**config.mk**
```make
export PLATFORM = sky130hd
export DESIGN_NAME = sram_bist_ctrl
export DESIGN_NICKNAME = d
export VERILOG_FILES = /design/src/rtl/sram_bist_pkg.sv /design/src/rtl/sram_bist_cmp.sv /design/src/rtl/sram_bist_ctrl.sv
export SDC_FILE = /design/constraint.sdc
export NUM_CORES = 1
export LEC_CHECK = 0
export ABC_CLOCK_PERIOD_IN_PS = 5000
export BUFFER_PORTS_ARGS = -buffer_cell sky130_fd_sc_hd__buf_4
export CAP_MARGIN = 20
export CORE_ASPECT_RATIO = 0.8
export CORE_MARGIN = 5
export CORE_UTILIZATION = 35
export CTS_CLUSTER_DIAMETER = 120
export DETAILED_ROUTE_END_ITERATION = 10
export MAX_ROUTING_LAYER = met4
export PLACE_DENSITY = 0.57
export SYNTH_ARGS = -nofsm -noshare
export SYNTH_HDL_FRONTEND = slang
export SYNTH_SLANG_ARGS = --single-unit
```
**constraint.sdc**
```tcl
create_clock -name bist_clk -period 5 [get_ports bist_clk]
set_clock_uncertainty 0.1 [all_clocks]
set_input_delay 0.5 -clock bist_clk [delete_from_list [all_inputs] [get_ports bist_clk]]
set_output_delay 0.5 -clock bist_clk [all_outputs]
set_load 0.1 [all_outputs]
```
**src/rtl/sram_bist_pkg.sv**
```systemverilog
// Shared types and march-element tables for the SRAM March C- BIST sequencer.
package sram_bist_pkg;

  localparam int unsigned ELEM_W = 3;

  // Sequencer states
  typedef enum logic [1:0] {
    ST_IDLE  = 2'd0,
    ST_RUN   = 2'd1,
    ST_FLUSH = 2'd2,
    ST_DONE  = 2'd3
  } state_e;

  // March element indices
  localparam logic [ELEM_W-1:0] M0 = 3'd0;
  localparam logic [ELEM_W-1:0] M1 = 3'd1;
  localparam logic [ELEM_W-1:0] M2 = 3'd2;
  localparam logic [ELEM_W-1:0] M3 = 3'd3;
  localparam logic [ELEM_W-1:0] M4 = 3'd4;
  localparam logic [ELEM_W-1:0] M5 = 3'd5;

  // Per-element description: direction, read+write pair, write-only, patterns
  typedef struct packed {
    logic up;      // 1: addresses 0..N-1, 0: N-1..0
    logic rw;      // 1: read then write per address (2 ops)
    logic has_wr;  // single-op element is a write
    logic rd_pat;  // expected read pattern bit (D0/D1)
    logic wr_pat;  // write pattern bit (D0/D1)
  } elem_cfg_t;

  // March C-: up(w0) up(r0,w1) up(r1,w0) down(r0,w1) down(r1,w0) down(r0)
  function automatic elem_cfg_t elem_cfg(input logic [ELEM_W-1:0] e);
    elem_cfg_t c;
    c = '{up: 1'b1, rw: 1'b0, has_wr: 1'b0, rd_pat: 1'b0, wr_pat: 1'b0};
    case (e)
      M0:      c = '{up: 1'b1, rw: 1'b0, has_wr: 1'b1, rd_pat: 1'b0, wr_pat: 1'b0};
      M1:      c = '{up: 1'b1, rw: 1'b1, has_wr: 1'b1, rd_pat: 1'b0, wr_pat: 1'b1};
      M2:      c = '{up: 1'b1, rw: 1'b1, has_wr: 1'b1, rd_pat: 1'b1, wr_pat: 1'b0};
      M3:      c = '{up: 1'b0, rw: 1'b1, has_wr: 1'b1, rd_pat: 1'b0, wr_pat: 1'b1};
      M4:      c = '{up: 1'b0, rw: 1'b1, has_wr: 1'b1, rd_pat: 1'b1, wr_pat: 1'b0};
      M5:      c = '{up: 1'b0, rw: 1'b0, has_wr: 1'b0, rd_pat: 1'b0, wr_pat: 1'b0};
      default: c = '{up: 1'b1, rw: 1'b0, has_wr: 1'b0, rd_pat: 1'b0, wr_pat: 1'b0};
    endcase
    return c;
  endfunction

endpackage

```
**src/rtl/sram_bist_cmp.sv**
```systemverilog
// One-cycle read-compare pipeline with sticky fail flag and first-fail address latch.
module sram_bist_cmp
  import sram_bist_pkg::*;
#(
  parameter int unsigned ADDR_W = 14,
  parameter int unsigned DATA_W = 32
) (
  input  logic              clk,
  input  logic              rst_n,
  input  logic              clr,
  input  logic              rd_vld,
  input  logic [DATA_W-1:0] rd_exp,
  input  logic [ADDR_W-1:0] rd_addr,
  input  logic [DATA_W-1:0] rdata,
  output logic              fail,
  output logic [ADDR_W-1:0] fail_addr
);

  logic              cmp_vld_q, cmp_vld_d;
  logic [DATA_W-1:0] exp_q, exp_d;
  logic [ADDR_W-1:0] cmp_addr_q, cmp_addr_d;
  logic              fail_q, fail_d;
  logic [ADDR_W-1:0] fail_addr_q, fail_addr_d;

  // Capture the read in flight, then compare against returning data one cycle later
  always_comb begin
    cmp_vld_d   = rd_vld && !clr;
    exp_d       = rd_exp;
    cmp_addr_d  = rd_addr;
    fail_d      = fail_q;
    fail_addr_d = fail_addr_q;
    if (clr) begin
      fail_d      = 1'b0;
      fail_addr_d = '0;
    end else if (cmp_vld_q && (rdata != exp_q)) begin
      fail_d = 1'b1;
      if (!fail_q) fail_addr_d = cmp_addr_q;
    end
  end

  // Pipeline and result registers
  always_ff @(posedge clk or negedge rst_n) begin
    if (!rst_n) begin
      cmp_vld_q   <= 1'b0;
      exp_q       <= '0;
      cmp_addr_q  <= '0;
      fail_q      <= 1'b0;
      fail_addr_q <= '0;
    end else begin
      cmp_vld_q   <= cmp_vld_d;
      exp_q       <= exp_d;
      cmp_addr_q  <= cmp_addr_d;
      fail_q      <= fail_d;
      fail_addr_q <= fail_addr_d;
    end
  end

  assign fail      = fail_q;
  assign fail_addr = fail_addr_q;

endmodule

```
**src/rtl/sram_bist_ctrl.sv**
```systemverilog
// March C- BIST sequencer driving the SRAM core port; reports done/fail on the BIST pins.
module sram_bist_ctrl
  import sram_bist_pkg::*;
#(
  parameter int unsigned ADDR_W = 14,
  parameter int unsigned DATA_W = 32
) (
  input  logic                bist_clk,
  input  logic                bist_reset_n,
  input  logic                bist_ten,
  output logic                bist_done,
  output logic                bist_fail,
  output logic [ADDR_W-1:0]   bist_fail_addr,
  output logic                sram_wen,
  output logic [DATA_W/8-1:0] sram_ByteEna,
  output logic [ADDR_W-1:0]   sram_Addr,
  output logic [DATA_W-1:0]   sram_Wdata,
  input  logic [DATA_W-1:0]   sram_Rdata
);

  localparam int unsigned BE_W = DATA_W / 8;
  localparam logic [ADDR_W-1:0] ADDR_MAX = {ADDR_W{1'b1}};

  state_e              state_q, state_d;
  logic [ELEM_W-1:0]   elem_q, elem_d;
  logic [ADDR_W-1:0]   addr_q, addr_d;
  logic                phase_q, phase_d;

  logic                sram_wen_q, sram_wen_d;
  logic [BE_W-1:0]     sram_be_q, sram_be_d;
  logic [ADDR_W-1:0]   sram_addr_q, sram_addr_d;
  logic [DATA_W-1:0]   sram_wdata_q, sram_wdata_d;
  logic                rd_vld_q, rd_vld_d;
  logic [DATA_W-1:0]   rd_exp_q, rd_exp_d;
  logic                bist_done_q, bist_done_d;

  elem_cfg_t cfg, cfg_nxt;
  logic      last_addr, last_op, op_act, op_wr, cmp_clr;

  assign cfg       = elem_cfg(elem_q);
  assign cfg_nxt   = elem_cfg(elem_q + 3'd1);
  assign last_addr = cfg.up ? (addr_q == ADDR_MAX) : (addr_q == '0);
  assign last_op   = cfg.rw ? phase_q : 1'b1;
  assign op_act    = (state_q == ST_RUN) && bist_ten;
  assign op_wr     = cfg.rw ? phase_q : cfg.has_wr;
  assign cmp_clr   = !bist_ten || (state_q == ST_IDLE);

  // State and counter registers
  always_ff @(posedge bist_clk or negedge bist_reset_n) begin
    if (!bist_reset_n) begin
      state_q <= ST_IDLE;
      elem_q  <= '0;
      addr_q  <= '0;
      phase_q <= 1'b0;
    end else begin
      state_q <= state_d;
      elem_q  <= elem_d;
      addr_q  <= addr_d;
      phase_q <= phase_d;
    end
  end

  // Next state: walk phase, address, then element; end of M5 flushes the last compare
  always_comb begin
    state_d = state_q;
    elem_d  = elem_q;
    addr_d  = addr_q;
    phase_d = phase_q;
    case (state_q)
      ST_IDLE: begin
        elem_d  = '0;
        addr_d  = '0;
        phase_d = 1'b0;
        if (bist_ten) state_d = ST_RUN;
      end
      ST_RUN: begin
        if (!bist_ten) begin
          state_d = ST_IDLE;
          elem_d  = '0;
          addr_d  = '0;
          phase_d = 1'b0;
        end else if (!last_op) begin
          phase_d = 1'b1;
        end else begin
          phase_d = 1'b0;
          if (!last_addr) begin
            addr_d = cfg.up ? addr_q + ADDR_W'(1) : addr_q - ADDR_W'(1);
          end else if (elem_q == M5) begin
            state_d = ST_FLUSH;
          end else begin
            elem_d = elem_q + 3'd1;
            addr_d = cfg_nxt.up ? '0 : ADDR_MAX;
          end
        end
      end
      ST_FLUSH: state_d = bist_ten ? ST_DONE : ST_IDLE;
      ST_DONE:  if (!bist_ten) state_d = ST_IDLE;
      default:  state_d = ST_IDLE;
    endcase
  end

  // Port and status values for the next cycle; idle whenever not actively running
  always_comb begin
    sram_wen_d   = 1'b0;
    sram_be_d    = '0;
    sram_addr_d  = '0;
    sram_wdata_d = '0;
    rd_vld_d     = 1'b0;
    rd_exp_d     = '0;
    bist_done_d  = (state_q == ST_DONE) && bist_ten;
    if (op_act) begin
      sram_be_d    = '1;
      sram_addr_d  = addr_q;
      sram_wen_d   = op_wr;
      sram_wdata_d = op_wr ? {DATA_W{cfg.wr_pat}} : '0;
      rd_vld_d     = !op_wr;
      rd_exp_d     = {DATA_W{cfg.rd_pat}};
    end
  end

  // Registered port outputs
  always_ff @(posedge bist_clk or negedge bist_reset_n) begin
    if (!bist_reset_n) begin
      sram_wen_q   <= 1'b0;
      sram_be_q    <= '0;
      sram_addr_q  <= '0;
      sram_wdata_q <= '0;
      rd_vld_q     <= 1'b0;
      rd_exp_q     <= '0;
      bist_done_q  <= 1'b0;
    end else begin
      sram_wen_q   <= sram_wen_d;
      sram_be_q    <= sram_be_d;
      sram_addr_q  <= sram_addr_d;
      sram_wdata_q <= sram_wdata_d;
      rd_vld_q     <= rd_vld_d;
      rd_exp_q     <= rd_exp_d;
      bist_done_q  <= bist_done_d;
    end
  end

  sram_bist_cmp #(
    .ADDR_W(ADDR_W),
    .DATA_W(DATA_W)
  ) u_cmp (
    .clk      (bist_clk),
    .rst_n    (bist_reset_n),
    .clr      (cmp_clr),
    .rd_vld   (rd_vld_q),
    .rd_exp   (rd_exp_q),
    .rd_addr  (sram_addr_q),
    .rdata    (sram_Rdata),
    .fail     (bist_fail),
    .fail_addr(bist_fail_addr)
  );

  assign bist_done    = bist_done_q;
  assign sram_wen     = sram_wen_q;
  assign sram_ByteEna = sram_be_q;
  assign sram_Addr    = sram_addr_q;
  assign sram_Wdata   = sram_wdata_q;

endmodule

```
# Yosys cells after proc, flatten, opt, wreduce, memory -nomap -nowiden
# Index checks and enable logic that the tools add are counted.
op_classes:
  n_eq_ne: 23
  addsub: 3
  mux: 40
  n_reduce_logical: 18
op_table:
  columns: ["operator", "count"]
  rows:
  - ["two-way mux 14 bit", 10]
  - ["two-way mux 32 bit", 3]
  - ["case mux 5 bit (6 select lines)", 2]
  - ["inequality test 32 bit", 1]
  - ["case mux 14 bit (2 select lines)", 1]
  - ["adder 14 x 1 -> 14 bit, second input constant", 1]
  - ["equality test 14 bit, second input constant", 1]
  - ["logical NOT 14 bit", 1]
  - ["two-way mux 2 bit", 7]
  - ["subtractor 14 x 1 -> 14 bit, second input constant", 1]
  - ["equality test 3 x 2 -> 1 bit, second input constant", 4]
  - ["equality test 3 bit, second input constant", 4]
  - ["two-way mux 3 bit", 4]
  - ["two-way mux 1 bit", 9]
  - ["inequality test 3 bit, second input constant", 3]
  - ["case mux 2 bit (4 select lines)", 1]
  - ["equality test 3 x 1 -> 1 bit, second input constant", 2]
  - ["logical NOT 3 bit", 2]
  - ["case mux 3 bit (2 select lines)", 1]
  - ["AND reduction 5 bit", 1]
  - ["equality test 2 bit, second input constant", 2]
  - ["logical AND 1 bit", 4]
  - ["two-way mux 4 bit", 1]
  - ["inequality test 2 bit, second input constant", 2]
  - ["13 further kinds", 16]
word_totals:
  wordCells: 100
  reg_bits: 167
  out_inout_bits: 67

# Depth between registers and ports, before layout
logic_depth:
  depth_word: 9
  mapped_depth: 13

# By module
# Synthesis repeated with hierarchy kept, for this count alone.
hier_totals:
  cells_unflattened: 413
  area_unflattened_um2: 4852.2
modules_own_cells:
  columns: ["module", "cells_per_inst", "n_inst", "area_per_inst_um2"]
  rows:
  - ["sram_bist_ctrl", 258, 1, 2568.7]
  - ["sram_bist_cmp", 155, 1, 2283.4]

# Least setup slack after synthesis
# Ideal clock, no wire load.
synth_path:
  path_type: "reg2reg"
  startpoint: "register elem_q[0]"
  endpoint: "register addr_q[12]"
  arrival_time_ns: 3.356
  t_required_ns: 4.778
  synth_period_minus_slack_ns: 3.577
  path_slack_ns: 1.423
  setup_time_ns: 0.122
  path_stages_with_launch: 12
  path_cell_list: "dfrtp_1 ha_1 ha_1 o32ai_4 inv_1 ha_1 nor2b_1 o31a_1 o41a_1 a21oi_1 mux2_2 a32o_1"
synth_via:
  elab_chain_cells: 9
synth_rtl:
  columns: ["item", "line", "rtl"]
  rows:
  - ["start: declaration", "sram_bist_ctrl.sv:25", "logic [ELEM_W-1:0] elem_q, elem_d;"]
  - ["start signal: assignment", "sram_bist_ctrl.sv:57", "elem_q <= elem_d;"]
  - ["adder 3 x 1 -> 3 bit", "sram_bist_ctrl.sv:41", "assign cfg_nxt = elem_cfg(elem_q + 3'd1);"]
  - ["equality test 3 bit, or another cell as far along", "sram_bist_pkg.sv:35", "case (e)"]
  - ["case mux 5 bit (6 select lines)", "sram_bist_pkg.sv:35", null]
  - ["two-way mux 14 bit", "sram_bist_ctrl.sv:92", "addr_d = cfg_nxt.up ? '0 : ADDR_MAX;"]
  - ["two-way mux 14 bit", "sram_bist_ctrl.sv:88", "end else if (elem_q == M5) begin"]
  - ["two-way mux 14 bit", "sram_bist_ctrl.sv:86", "if (!last_addr) begin"]
  - ["two-way mux 14 bit", "sram_bist_ctrl.sv:82", "end else if (!last_op) begin"]
  - ["two-way mux 14 bit", "sram_bist_ctrl.sv:77", "if (!bist_ten) begin"]
  - ["case mux 14 bit (2 select lines)", "sram_bist_ctrl.sv:69", "case (state_q)"]
  - ["end signal: assignment", "sram_bist_ctrl.sv:58", "addr_q <= addr_d;"]
  - ["end: declaration", "sram_bist_ctrl.sv:26", "logic [ADDR_W-1:0] addr_q, addr_d;"]
# Several ways; a longest one is shown, not always the timed one. The select of a mux whose other input is x is not followed.
# A chain may end at the register's enable or synchronous reset.

# Worst setup path in the final report
layout_path:
  startpoint: "register elem_q[2]"
  endpoint: "register addr_q[12]"
# The elaborated chain is that of the path after synthesis.

==> flow_summary.toml <==
[outcome]
status = "finished, final reports clean"

[clocking]
cts.sinks = 71
clk_pin_slew_ns = 0.06
clkLatencyLatePin_ns = 0.32
cts_root_buf = "clkbuf_16"
cts-buffers-inserted = 9
cts_resized = 0
cts_tree = "yes"
cts_buffer_depth = 2
h-tree-depth = 3
cts_setup_buffers = 0
cts_hold_buf = 0

[sta]
hold_violations = 0
post-route-min-period_ns = 3.97
fmax_mhz = 252
post-route-period-util_pct = 79.4
rsz0062_at_grt = "false"
worst_pin_slew_ns = 0.928
finalSetupViolations = 0
fin_tns_setup_ns = 0
final_max_slew_viol_count = 0
hold_slack_ns = 0.198
slew_headroom_pct = 38.1

[route]
ant_nets = 0
drtPass1Iterations = 4
dr_wl_met3_um = 593
finalWirelength_um = 9040
maxUsedRoutingLayer = "met4"
post_drt_wl_per_cell_um = 15.0
via_per_inst = 5.04
wl_met2_um = 4110
drc = 0
met1_length_um = 4310
first_iter_violations = 201
vias = 3029

[logic_synthesis]
synth_top_family_by_area = "simple AND/OR/NAND/NOR gates"
async_reset_ff_share_pct = 100
synth-seq-cells = 71
ys_warn_count = 0
synth_simple_gate_area_share_pct = 17.3
synth_cells = 386
synth_adder_area_share_pct = 6.21
synth_top_area_share_pct = 45.0
synth.area.top_cells = "dfrtp_1 (45%), buf_4 (6.5%), ha_1 (5.7%), mux2i_1 (4.1%), o21ai_0 (2.9%)"
synth_xor_area_share_pct = 1.33
synth_nets = 440
synth_common_cells = "dfrtp_1 (71), buf_4 (34), nor2_1 (30), nand2_1 (24), o21ai_0 (23)"
synth_seq_area_share_pct = 45.0
synth_area_per_cell_um2 = 10.2
ys_types = 57
syn_area_um2 = 3950
synth_ff_type = "dfrtp_1"
synth_edf_count = 0
synth_mux_area_share_pct = 5.26
yosysTopAreaCell = "dfrtp_1"
synth.most_common_cell = "dfrtp_1"
synth_compound_area_share_pct = 15.2

[floorplan]
rows = 34
fp.dieH_um = 105
design.portCount = 102
core-area_um2 = 11000
start_util_pct = 36.0
dieArea_um2 = 13500
die_w_um = 129

[worst_setup_path]
critPathKind = "flop to flop"
arrival_ns = 4.08
end_kind = "flop"
cp_max_fo = 13
start_kind = "flop"
required_ns = 5.11

[power]
leakagePower_nw = 2.46
ir_drop_v = 0.000154
power_per_cell_area_nw_per_um2 = 268

[cells_and_area]
diodes = 0
nets = 506
layout-drive-gt1-share_pct = 28.2
area.growth.synth_to_final_pct = 23.0
fillCellCount = 1048

[worst_hold_path]
hold_path_class = "primary input to asynchronous set/reset pin"

[global_route]
antenna_found_initial = 0
grt_pass1_vias = 2872
track_usage_pct = 13.5
grt_pass1_wl_um = 14500
grt.overflow.total = 0
grt_max_degree = 72

[placed_design]
gp_congestion = 0.844
io_buffers = 101
dp_hpwl_um = 6760

[flow_run]
drv_cap = 0
## per-layer routing
metal | vias to the layer above | track usage, %
li1 | 1502 | -
met1 | 1447 | 18.5
met2 | 78 | 19.8
met3 | 2 | 4.03
met4 | 0 | 2.92
met5 | - | -
## path summary, 6_finish.rpt
kind                              start  slack (ns)  cells after the start                  end
setup / recovery              elem_q[2]        1.03                     11           addr_q[12]
hold / removal             bist_reset_n        0.20                      1  u_cmp.cmp_addr_q[7]
setup reg to reg              elem_q[2]        1.03                     11           addr_q[12]
hold reg to reg            rd_exp_q[30]        0.26                      0      u_cmp.exp_q[30]
max in group asynchronous  bist_reset_n        4.03                      1      u_cmp.exp_q[30]
min in group bist_clk      rd_exp_q[30]        0.26                      0      u_cmp.exp_q[30]
## worst max-delay path, stage by stage, from the launching register on
cell	delay (ns)
dfrtp_1	0.54
inv_1	0.13
ha_1	0.32
o32ai_4	0.48
inv_1	0.34
ha_1	0.42
nor2b_1	0.16
o31a_1	0.28
o41a_1	0.36
a21oi_1	0.16
mux2_2	0.34
a32o_1	0.21
## per-stage QoR
stage | power (mW) | setup WS (ns) | util [%] | cells | instance area [um^2]
after floorplan | 0.625 | 1.42 | - | 386 | 3950
after global placement | 0.665 | 1.15 | 41.4 | 584 | 4550
after detailed placement | 0.667 | 1.08 | 41.5 | 585 | 4550
after CTS | 1.32 | 1.06 | 44.3 | 601 | 4860
after global routing | 1.34 | 0.795 | 44.3 | 601 | 4860
final | 1.30 | 1.03 | 44.3 | 601 | 4860
## final cells by class
class | count | area (um^2) | share of cell area [%]
flip-flops and latches | 71 | 1780 | 36.6
clock buffers | 10 | 239 | 4.92
well taps | 144 | 180 | 3.71
multi-input cells | 257 | 1790 | 36.8
inverters | 11 | 41.3 | 0.850
repair buffers | 102 | 766 | 15.8
clock inverters | 6 | 67.6 | 1.39
## flip-flops by register name (all words and copies together), names as in the netlist, 2 cells and up
name,cells
addr_q,14
sram_Addr,14
u_cmp.cmp_addr_q,14
u_cmp.fail_addr,14
elem_q,3
state_q,2
## kinds of logic after synthesis
| group | after synthesis |
|---|---|
| AOI/OAI and AO/OA | 83 |
| xor gates and xnor gates | 6 |
| adders and majority gates | 19 |
| buffers and inverters | 58 |
| DFF | 71 |
| muxes | 20 |
| and+or+nand+nor | 129 |
## where the power goes
group	internal (mW)	leakage (nW)	switching, mW
Combinational	0.0266	1.33	0.0491
Sequential	0.577	0.986	0.00254
Clock	0.402	0.145	0.243
## cells in the final DEF (no fill, tap or decap), types with 3 or more instances in the layout
| cell type | n |
|---|---|
| o31ai_1 | 5 |
| a22o_1 | 4 |
| buf_4 | 102 |
| nor3_1 | 12 |
| clkbuf_16 | 9 |
| nor4_1 | 9 |
| nand3_1 | 11 |
| a21oi_1 | 13 |
| mux2_2 | 3 |
| and3_1 | 3 |
| nand2_1 | 24 |
| o21a_1 | 7 |
| dfrtp_1 | 71 |
| nand4_1 | 7 |
| inv_1 | 11 |
| nor2_1 | 30 |
| mux2i_1 | 16 |
| or4_1 | 4 |
| and2_1 | 14 |
| or3_1 | 5 |
| nor3b_1 | 3 |
| a21o_1 | 3 |
| o21ai_0 | 23 |
| xnor2_1 | 5 |
| a211oi_1 | 3 |
| ha_1 | 18 |
Power figures use the tool's default switching activity.
